--- config.mk ---
export PLATFORM = sky130hd
export DESIGN_NAME = fib_call_stack
export DESIGN_NICKNAME = d
export VERILOG_FILES = /design/src/rtl/fib_call_stack.sv
export SDC_FILE = /design/constraint.sdc
export NUM_CORES = 1
export LEC_CHECK = 0
export CAP_MARGIN = 20
export CORE_MARGIN = 10
export CORE_UTILIZATION = 35
export CTS_BUF_LIST = sky130_fd_sc_hd__clkbuf_8
export CTS_CLUSTER_SIZE = 24
export DETAILED_ROUTE_END_ITERATION = 6
export PLACE_DENSITY_LB_ADDON = 0.2
export SETUP_SLACK_MARGIN = 0.15
export SYNTH_ARGS = -nofsm -noshare
export SYNTH_HDL_FRONTEND = slang
export SYNTH_SLANG_ARGS = --single-unit
--- constraint.sdc ---
create_clock -name clk -period 3.6 [get_ports clk]
set_input_delay 0.36 -clock clk [delete_from_list [all_inputs] [get_ports clk]]
set_output_delay 0.36 -clock clk [all_outputs]
set_load 0.02 [all_outputs]
--- src/rtl/fib_call_stack.sv ---
`default_nettype none
// ============================================================================
// Module      : fib_call_stack
// Description : LIFO frame storage for the recursive Fibonacci datapath.
//               Each push writes one word, chosen by pushSrc from the return
//               flag, n or the partial result. The top of stack is presented
//               combinationally so the controller can pop it in the same cycle.
// Revision    : 1.0 - initial release
// ----------------------------------------------------------------------------
// Ports
//   clk      in   1      system clock, rising edge
//   rstN     in   1      synchronous active-low reset
//   push     in   1      write selected source onto stack
//   pop      in   1      remove top entry (push+pop = replace top)
//   pushSrc  in   2      0: flagIn, 1: nIn, 2: resIn, 3: constant 0
//   flagIn   in   1      return flag, zero-extended on push
//   nIn      in   WIDTH  current n
//   resIn    in   WIDTH  current partial result
//   popData  out  WIDTH  top entry, 0 when empty
//   count    out  CNT_W  number of valid entries
//   empty    out  1      count == 0
//   full     out  1      count == DEPTH
//   ovfErr   out  1      sticky: push attempted while full
//   udfErr   out  1      sticky: pop attempted while empty
//   maxDepth out  CNT_W  high-water mark (only with FIB_STACK_HWM_EN)
// Configuration
//   FIB_STACK_HWM_EN : when defined, adds the maxDepth high-water mark.
// ============================================================================
module fib_call_stack #(
   parameter int WIDTH = 16,
   parameter int DEPTH = 32,
   parameter int CNT_W = 6
) (
   input  logic             clk,
   input  logic             rstN,
   input  logic             push,
   input  logic             pop,
   input  logic [1:0]       pushSrc,
   input  logic             flagIn,
   input  logic [WIDTH-1:0] nIn,
   input  logic [WIDTH-1:0] resIn,
   output logic [WIDTH-1:0] popData,
   output logic [CNT_W-1:0] count,
   output logic             empty,
   output logic             full,
   output logic             ovfErr,
`ifdef FIB_STACK_HWM_EN
   output logic             udfErr,
   output logic [CNT_W-1:0] maxDepth
`else
   output logic             udfErr
`endif
);

   localparam int               ADDR_W  = $clog2(DEPTH);
   localparam logic [CNT_W-1:0] C_DEPTH = CNT_W'(DEPTH);

   logic [WIDTH-1:0]  r_mem [DEPTH];
   logic [CNT_W-1:0]  r_count;
   logic              r_ovf;
   logic              r_udf;

   logic [CNT_W-1:0]  w_count_nxt;
   logic              w_ovf_set;
   logic              w_udf_set;
   logic              w_wr_en;
   logic [ADDR_W-1:0] w_wr_addr;
   logic [ADDR_W-1:0] w_top_addr;
   logic [WIDTH-1:0]  w_src;
   logic              w_empty;
   logic              w_full;

   assign w_empty    = (r_count == '0);
   assign w_full     = (r_count == C_DEPTH);
   // Only meaningful when not empty; popData masks the empty case.
   assign w_top_addr = ADDR_W'(r_count - CNT_W'(1));

   assign popData = w_empty ? '0 : r_mem[w_top_addr];
   assign count   = r_count;
   assign empty   = w_empty;
   assign full    = w_full;
   assign ovfErr  = r_ovf;
   assign udfErr  = r_udf;

   // Source select
   always_comb begin
      w_src = '0;
      case (pushSrc)
         2'd0:    w_src = WIDTH'(flagIn);
         2'd1:    w_src = nIn;
         2'd2:    w_src = resIn;
         default: w_src = '0;
      endcase
   end

   // Next-state decode. Writes are only ever issued to a legal address:
   // a plain push targets count (< DEPTH when not full), a replace targets
   // the current top.
   always_comb begin
      w_count_nxt = r_count;
      w_wr_en     = 1'b0;
      w_wr_addr   = '0;
      w_ovf_set   = 1'b0;
      w_udf_set   = 1'b0;
      case ({push, pop})
         2'b10: begin
            if (w_full) begin
               w_ovf_set = 1'b1;
            end else begin
               w_wr_en     = 1'b1;
               w_wr_addr   = ADDR_W'(r_count);
               w_count_nxt = r_count + CNT_W'(1);
            end
         end
         2'b01: begin
            if (w_empty) begin
               w_udf_set = 1'b1;
            end else begin
               w_count_nxt = r_count - CNT_W'(1);
            end
         end
         2'b11: begin
            w_wr_en = 1'b1;
            if (w_empty) begin
               // Nothing to replace: behaves as a push, but the pop half
               // is still an underflow.
               w_wr_addr   = '0;
               w_count_nxt = CNT_W'(1);
               w_udf_set   = 1'b1;
            end else begin
               w_wr_addr = w_top_addr;
            end
         end
         default: ;
      endcase
   end

   // Frame storage is never cleared; reset only suppresses the write.
   always_ff @(posedge clk) begin
      if (rstN && w_wr_en) begin
         r_mem[w_wr_addr] <= w_src;
      end
   end

   always_ff @(posedge clk) begin
      if (!rstN) begin
         r_count <= '0;
         r_ovf   <= 1'b0;
         r_udf   <= 1'b0;
      end else begin
         r_count <= w_count_nxt;
         r_ovf   <= r_ovf | w_ovf_set;
         r_udf   <= r_udf | w_udf_set;
      end
   end

`ifdef FIB_STACK_HWM_EN
   logic [CNT_W-1:0] r_max;

   assign maxDepth = r_max;

   always_ff @(posedge clk) begin
      if (!rstN) begin
         r_max <= '0;
      end else if (w_count_nxt > r_max) begin
         r_max <= w_count_nxt;
      end
   end
`endif

endmodule
`default_nettype wire

# Word level (Yosys, flattened, before mapping)
# Memories as Yosys holds them, arrays and structs flattened.
# Cells that the tools add are included.
[classes]
add_sub_neg = 2
n_eq_ne = 9
n_mux = 17
bitwise_logic = 2
n_reduce_logical = 6
[ops]
columns = ["op", "count"]
rows = [
  ["$pmux W16 S3", 1],
  ["$mux W6", 3],
  ["$pmux W6 S3", 1],
  ["$mux W16", 1],
  ["$mux W5", 2],
  ["$pmux W5 S2", 1],
  ["$mux W1", 7],
  ["$add A6 B1 Y6 const B", 1],
  ["$eq A2 B2 Y1 const B", 3],
  ["$eq A6 B6 Y1 const B", 1],
  ["$logic_not A6 Y1", 1],
  ["$ne A2 B2 Y1 const B", 3],
  ["$sub A6 B1 Y6 const B", 1],
  ["$eq A2 B1 Y1 const B", 2],
  ["$reduce_and A4 Y1", 1],
  ["$reduce_bool A3 Y1", 1],
  ["$logic_not A2 Y1", 1],
  ["$or A1 B1 Y1", 2],
  ["$pmux W1 S2", 1],
  ["$reduce_or A2 Y1", 1],
  ["$logic_and A1 B1 Y1", 1],
]
[totals]
reg_bits = 8
ram_bits = 512
inputBits = 39
out_inout_bits = 26
elab_cells = 40
n_memories = 1
[mem_list]
columns = ["memory", "words", "word_bits", "read_ports", "rd_clocked_by_memory_dff", "wr", "line_no", "source"]
rows = [
  ["r_mem", 32, 16, 1, 0, 1, "58", "logic [WIDTH-1:0] r_mem [DEPTH];"],
]

# Longest topological paths before layout
# Gate-level depths: netlist (run 1).
[logic_depth]
word_depth = 6
depth_mapped = 12
depth_no_buf = 7

# Worst setup path after synthesis (run 1)
# OpenSTA, ideal clock, no wires.
[synth_timing]
kind = "register -> register"
start = "register r_count[0], in the netlist count[0]"
end = "memory r_mem[8][0] (enable)"
setup_ns = 0.388
t_arrival_ns = 3.617
required_ns = 3.212
path_slack_ns = -0.405
stages_incl_launch_ff = 12
n_path_buf = 6
synth_period_minus_slack_ns = 4.005
path_cell_list = "dfxtp_1 -> buf_2 -> buf_2 -> buf_2 -> inv_1 -> ha_1 -> clkbuf_1 -> clkbuf_1 -> clkbuf_1 -> a21oi_1 -> a211o_1 -> nor2_1"
[synth_via]
elab_chain_cells = 6
word_cells_on_any_way = 11
cone_classes = "1 x add/sub; 1 x eq/ne; 7 x mux; 2 x reduce/logical"
[synth_rtl]
columns = ["element", "line_no", "source"]
rows = [
  ["from (decl)", "59", "logic [CNT_W-1:0] r_count;"],
  ["from (signal assigned)", "151", "r_count <= w_count_nxt;"],
  ["branches (longest 6 deep; another with $sub A6 B1 Y6)", "n/a", ""],
  ["to (decl)", "58", ""],
]
# Parallel ways; which one is timed is not known.

# Final worst setup path (run 1)
[layout_timing]
start = "register r_count[0], in the netlist count[0]"
end = "output popData[9]"
[layout_via]
elab_chain_cells = 3
word_cells_on_any_way = 4
cone_classes = "1 x add/sub; 1 x mux; 1 x reduce/logical; 1 x memory"
[layout_rtl]
columns = ["element", "line_no", "source"]
rows = [
  ["$sub A6 B1 Y6", "n/a", ""],
  ["$mem_v2 Z32 W16", "n/a", ""],
  ["$mux W16 (*)", "78", "assign popData = w_empty ? '0 : r_mem[w_top_addr];"],
  ["to (decl)", "42", "output logic [WIDTH-1:0] popData,"],
]
# Every way passes the cells marked *; elsewhere a longest branch is shown, timed or not.

==> results.md, run 1 <==
- Reg area: 15,500 um^2
- RSZ-0062 raised after global routing: true
- Layout cells sized above 1: 37.5%
- Largest net degree at the start of global routing: 45
- Distinct cells, synth: 66
- Area leader, netlist: edfxtp_1
- Drt drc: 0
- Fraction of registers with async set/reset: 0%
- Setup slack after layout: 215 ps
- Core ar.: 59,100 um^2
- Multi-input logic area: 5600 um^2
- PwrDens: 702 nW/um^2
- Layout area overhead: 22.9%
- VDD IR max: 0.000295 V
- Final Hold Fails: 0
- Clk_lat worst skew: 660 ps
- CTS H-tree lvls: 3
- Post-Route Utilization: 43.5%
- Synthesized net count: 1,062
- Number of fill cells: 5,135
- Synthesized area per cell: 20.5 um^2
- WP data required: 3240 ps
- Commonest non-fill, non-tap cell in the layout: edfxtp_1
- Arr. time, crit path: 3030 ps
- Routed Antenna Nets: 0
- DRT iter0 DRCs: 1,030
- First-pass GRT wire length: 80,400 um
- Achievable Freq: 295 MHz
- CTS tree: yes
- Clock Skew: 26.6 ps
- Dpl cells: 1,892
- CP endpoint kind: output pin
- Non-Filler Instances: 2,076
- Max incr delay on CP: 380 ps
- Slew headroom: 35.0%
- Critical path's slowest cell: dfxtp_4
- Hold Slack: 512 ps
- Mapped Cells: 1,020
- Die footprint: 70,100 um^2
- Standard-cell row count: 89
- Leak pwr: 0.00842 uW
- CP Cell Sequence: o31ai_2 > nor2b_4 > buf_4 > bufbuf_16 > mux2_2 > a2bb2oi_1 > buf_4 > o221ai_1 > buf_4
- CTS root buffer: clkbuf_8
- Remaining global-route overflow: 0
- Die width: 265 um
- Max Cap Viol: 0
- Synth Cell Area: 21,000 um^2
- Die height: 265 um
- Critical path start-end classification: reg -> out
- Status: finished clean
- Nets: 1,281
- Vias after detailed routing: 11,200
- Via density: 5.39
- Initial Utilization: 35.4%
- Clock transition at the registers of the reported paths: 70 ps
- Routed len/inst: 26.7 um
- Critical Path Start Type: flop
- Port buffer count: 64
- RD Place Congestion: 0.837
- Total track usage: 15.8%
- Top cell type's share of synthesized area: 73.4%
- Most frequent CP cell: buf_4
- Hold WC Path Type: reg -> reg
- Top FF cell, synth: edfxtp_1
- Most frequent cells in the layout: edfxtp_1, mux4_2, buf_4, clkbuf_8, clkdlybuf4s50_1
- Clk sinks: 520
- Worst slack at placement: 182 ps
- Crit path time final: 3390 ps
- Number of flops mapped to enable cells by yosys: 512
- Initial antenna violation count: 1
- Max-slew violation count: 0
- DRT Pass-1 Iters: 5
- Critical Path Fanout Max: 12
- Register area share after synthesis: 74.1%
- Clock Path Buffers: 3
- Top Ports: 65
- Routed WL: 55,500 um
- Final period utilization: 94.0%
- Yosys reg bits: 520
- Dpl hpwl: 31,400 um
- Synth area leaders: edfxtp_1, mux4_2, mux2i_1
- Number of global-route vias before repair: 11,400
- CTS buffer count: 85
- Setup TNS: 0 ps
- Worst slew pin tran: 973 ps
- Final setup violation count: 0
- Syn. warnings: 0
==> routing by layer <==
metal / part of all wire [%] / up-vias / GRT usage [%] / wire length (um)
li1: - / 4756 / - / -
met1: 46 / 5971 / 22.4 / 25700
met2: 46 / 400 / 24.3 / 25400
met3: 6.2 / 69 / 3.40 / 3470
met4: 1.7 / 0 / 3.98 / 918
met5: 0 / - / 0 / 0
==> worst max-delay path, delay by kind of cell (launching register included) <==
family | cells | cell delay [ps]
flops | 1 | 380
compound gates | 3 | 580
simple gates | 1 | 220
buf+inv | 4 | 850
mux | 1 | 360
==> through the flow <==
step	instance area, um^2	power, uW
6_report	25800	18100
3_5_place_dp	23400	12300
4_1_cts	25600	18000
3_3_place_gp	23400	12300
2_1_floorplan	21100	10200
5_1_grt	25800	18800
==> power breakdown <==
group | internal [uW] | total, uW | switching (uW)
Clock | 2450 | 4770 | 2310
Combinational | 3110 | 6450 | 3340
Sequential | 6810 | 6860 | 49.7
Total | 12400 | 18100 | 5700
==> state kept, by name (all words and copies together) (netlist names) <==
register / flops
count: 6
ovfErr: 1
r_mem: 512
udfErr: 1
==> Yosys cell counts (all sizes together) (2+ instances only) <==
cell type,number
edfxtp,512
mux4,128
mux2i,48
nor2,42
clkbuf,34
buf,30
nand2,27
o21ai,17
a22o,16
o221ai,16
a2bb2oi,15
mux2,15
a21oi,12
nor2b,12
dfxtp,8
nor3,8
o211ai,8
nand2b,6
nand3,6
a211o,5
inv,4
a21boi,3
and2,3
ha,3
o31ai,3
xor2,3
a32oi,2
nand3b,2
nor4b,2
o211a,2
o22ai,2
o32ai,2
or4b,2
==> repair_timing <==
action | 4_1_cts | 5_1_grt
pin swaps | 1 | 1
endpoints found under the setup margin | 16 | 17
resized for setup | 147 | 23
endpoints found under the hold margin | 0 | 0
setup buffers | 18 | 6
gates cloned | 7 | 2
hold buffers | 0 | 0
==> logic make-up (layout without fill, tap and decap cells) <==
group | after synthesis | after routing | synth area share (%)
other | 0 | 1 | 0
DFF | 520 | 520 | 74.1
buffers and inverters | 68 | 350 | 1.46
adders and majority gates | 3 | 3 | 0.179
xor gates and xnor gates | 3 | 3 | 0.125
muxes | 191 | 191 | 16.9
AOI/OAI and AO/OA | 116 | 116 | 4.27
and+or+nand+nor | 119 | 119 | 2.94
==> path summary, 6_finish.rpt <==
kind | from | endpoint | slack [ps] | cells past startpoint
max | count[0] | popData[9] | 210 | 9
min | udfErr | udfErr | 510 | 2
max reg2reg | count[0] | r_mem[26][7] | 320 | 8
min reg2reg | udfErr | udfErr | 510 | 2
==> final cells by class <==
cell class,instances,share of cell area [%]
clock inverters,64,1.42
clock buffers,86,4.60
inverters,4,0.0583
repair buffers,196,8.06
diodes,1,0.00972
flip-flops and latches,520,60.3
well taps,773,3.76
multi-input cells,432,21.8
Power figures use the tool's default switching activity.
==> run 2: changes to the inputs <==
--- a/config.mk
+++ b/config.mk
@@ -10,3 +10,2 @@
 export CORE_UTILIZATION = 35
-export CTS_BUF_LIST = sky130_fd_sc_hd__clkbuf_8
 export CTS_CLUSTER_SIZE = 24
==> constraint.sdc (replaced) <==
create_clock -name clk -period 3.6 [get_ports clk]
set_input_delay 0.72 -clock clk [delete_from_list [all_inputs] [get_ports clk]]
set_output_delay 0.72 -clock clk [all_outputs]
set_load 0.02 [all_outputs]
==> results.md, run 2 (same netlist as run 1, synthesis figures left out) <==
- VDD IR max: 0.000393 V (+33%)
- Psw: 5750 uW (+0.89%)
- Arr. time, crit path: 2860 ps (-170 ps)
- Clock transition at the registers of the reported paths: 60 ps (about the same)
- Leak pwr: 0.00869 uW (+3.1%)
- Nets: 1,305 (+1.9%)
- Met3 Resource Use GR: 3.25% (-0.15 points)
- Die footprint: 70,100 um^2 (unchanged)
- PwrDens: 717 nW/um^2 (+2.1%)
- CTS root buffer: clkbuf_16
- Initial antenna violation count: 1 (unchanged)
- Initial Utilization: 35.4% (unchanged)
- Achievable Freq: 279 MHz (-5.4%)
- Port buffer count: 64 (unchanged)
- Sequential share of power: 35.8% (-2.2 points)
- Hold WC Path Type: reg -> reg
- DRT iter0 DRCs: 898 (-13%)
- CTS buffer count: 54 (-36%)
- Slew headroom: 28.1% (-6.9 points)
- Comb power frac: 37.0% (+1.3 points)
- CP Cell Sequence: o31ai_2 > nor2b_4 > buf_12 > buf_4 > buf_12 > mux2i_1 > buf_4 > o221ai_2 > buf_4
- Reg with most FFs: r_mem
- Worst slack at placement: 40.9 ps (-141 ps)
- Max-slew violation count: 0 (unchanged)
- Layout cells sized above 1: 39.2% (+1.7 points)
- Top Ports: 65 (unchanged)
- Routed WL: 54,400 um (-1.9%)
- CP endpoint kind: output pin
- Post-Route Utilization: 45.1% (+1.6 points)
- Clk sinks: 520 (unchanged)
- Dpl cells: 1,951 (+3.1%)
- RSZ-0062 raised after global routing: true
- Critical path's slowest cell: dfxtp_4
- Total track usage: 15.5% (-0.28 points)
- Layout area overhead: 27.3%
- Met2 usage: 23.3% (-0.91 points)
- Critical Path Start Type: flop
- Final setup violation count: 0 (unchanged)
- Status: finished clean
- Max incr delay on CP: 380 ps (about the same)
- Max Cap Viol: 0 (unchanged)
- Placed Area: 24,200 um^2 (+3.7%)
- Routed len/inst: 26.2 um (-1.8%)
- Die width: 265 um (unchanged)
- Critical Path Fanout Max: 17 (+5)
- RD Place Congestion: 0.827 (-1.2%)
- Most frequent cells in the layout: edfxtp_1, buf_4, mux4_2, clkbuf_16, clkdlybuf4s50_1
- Clk_lat worst skew: 610 ps (-50 ps)
- Largest net degree at the start of global routing: 33 (-27%)
- Most frequent CP cell: buf_4
- Crit path time final: 3580 ps (+195 ps)
- Drt drc: 0 (unchanged)
- Remaining global-route overflow: 0 (unchanged)
- Family with the most delay on the worst path: buffers and inverters
- Via density: 5.30 (-1.7%)
- Core ar.: 59,100 um^2 (unchanged)
- Cell internal pwr: 13,400 uW (+8.1%)
- Dpl hpwl: 33,200 um (+5.7%)
- Number of fill cells: 5,052 (-1.6%)
- Commonest non-fill, non-tap cell in the layout: edfxtp_1
- Max reg flops: 512 (unchanged)
- Standard-cell row count: 89 (unchanged)
- Critical path start-end classification: reg -> out
- WP data required: 2880 ps (-360 ps)
- Post-route cell area: 26,700 um^2 (+3.6%)
- Non-Filler Instances: 2,074 (-0.096%)
- Clock Skew: 26.2 ps (-0.349 ps)
- Vias after detailed routing: 11,000 (-1.8%)
- # diodes: 0 (-1)
- Most Used Layer, Global Route: met2
- First-pass GRT wire length: 79,900 um (-0.62%)
- DRT Pass-1 Iters: 6 (+1)
- Hold Slack: 488 ps (-23.4 ps)
- Worst slew pin tran: 1070 ps (+101 ps)
- Routed Antenna Nets: 0 (unchanged)
- CTS tree: yes
- CTS H-tree lvls: 2 (-1)
- Sw Ratio: 30.1% (-1.5 points)
- Final period utilization: 99.5% (+5.4 points)
- Clock Path Buffers: 3 (unchanged)
- Met1 Use GR: 22.5% (+0.077 points)
- Setup slack after layout: 19.7 ps (-195 ps)
- Final Hold Fails: 0 (unchanged)
- Worst path bufs/invs: 5 (+1)
- Number of global-route vias before repair: 11,400 (-0.45%)
- Die height: 265 um (unchanged)
- Clk pwr share: 27.1% (+0.7 points)
-- run 2: cell types whose count changed in the layout (fill, tap and decap cells not counted), sizes merged, moves of 2 or more --
cell,change
buf,+59
bufbuf,-2
clkbuf,-18
clkinv,-4
inv,-36
-- run 2: worst paths after layout --
| path | to | cells past startpoint | startpoint | slack (ps) |
|---|---|---|---|---|
| max | popData[8] | 9 | count[0] | 20 |
| min | udfErr | 2 | udfErr | 490 |
| max reg2reg | r_mem[25][9] | 7 | count[1] | 250 |
| min reg2reg | udfErr | 2 | udfErr | 490 |
-- run 2: per-stage QoR --
step / setup TNS [ps] / total power, uW
global route: -652 / 19900
global placement: 0 / 13000
CTS: -107 / 19200
finish: 0 / 19100
detailed placement: 0 / 13000
floorplan: 0 / 10400
-- run 2: power by group through the flow --
stage	registers [uW]	clock network [uW]	logic, uW
global route	6860	5580	7460
floorplan	6980	0	3410
global placement	6970	0	6000
detailed placement	6980	0	6010
finish	6850	5190	7080
CTS	6850	5310	7000
-- run 2: cell type report --
type | instances | area (um^2) | area share [%]
Sequential cell | 520 | 15500 | 58.3
Multi-Input combinational cell | 432 | 5700 | 21.4
Timing Repair Buffer | 251 | 2830 | 10.6
Clock buffer | 70 | 1450 | 5.45
Tap cell | 773 | 967 | 3.63
Clock inverter | 24 | 175 | 0.657
Inverter | 4 | 17.5 | 0.0657
-- run 2: routing by layer --
metal | vias up | share of wire (%)
met4 | 0 | 1.9
met1 | 5805 | 47
li1 | 4787 | -
met2 | 336 | 45
met5 | - | 0
met3 | 65 | 6.0
-- run 2: worst min-delay path, stage by stage, from the launching register on --
cell	delay, ps
dfxtp_1	320
a21oi_1	40
nor2b_1	90
-- run 2: what timing repair did --
item,in CTS,in global routing
gates resized for setup,156,22
hold buffers,0,0
buffers inserted,22,2
pin swaps,4,4
gates cloned,5,0
endpoints found under the setup margin,18,17
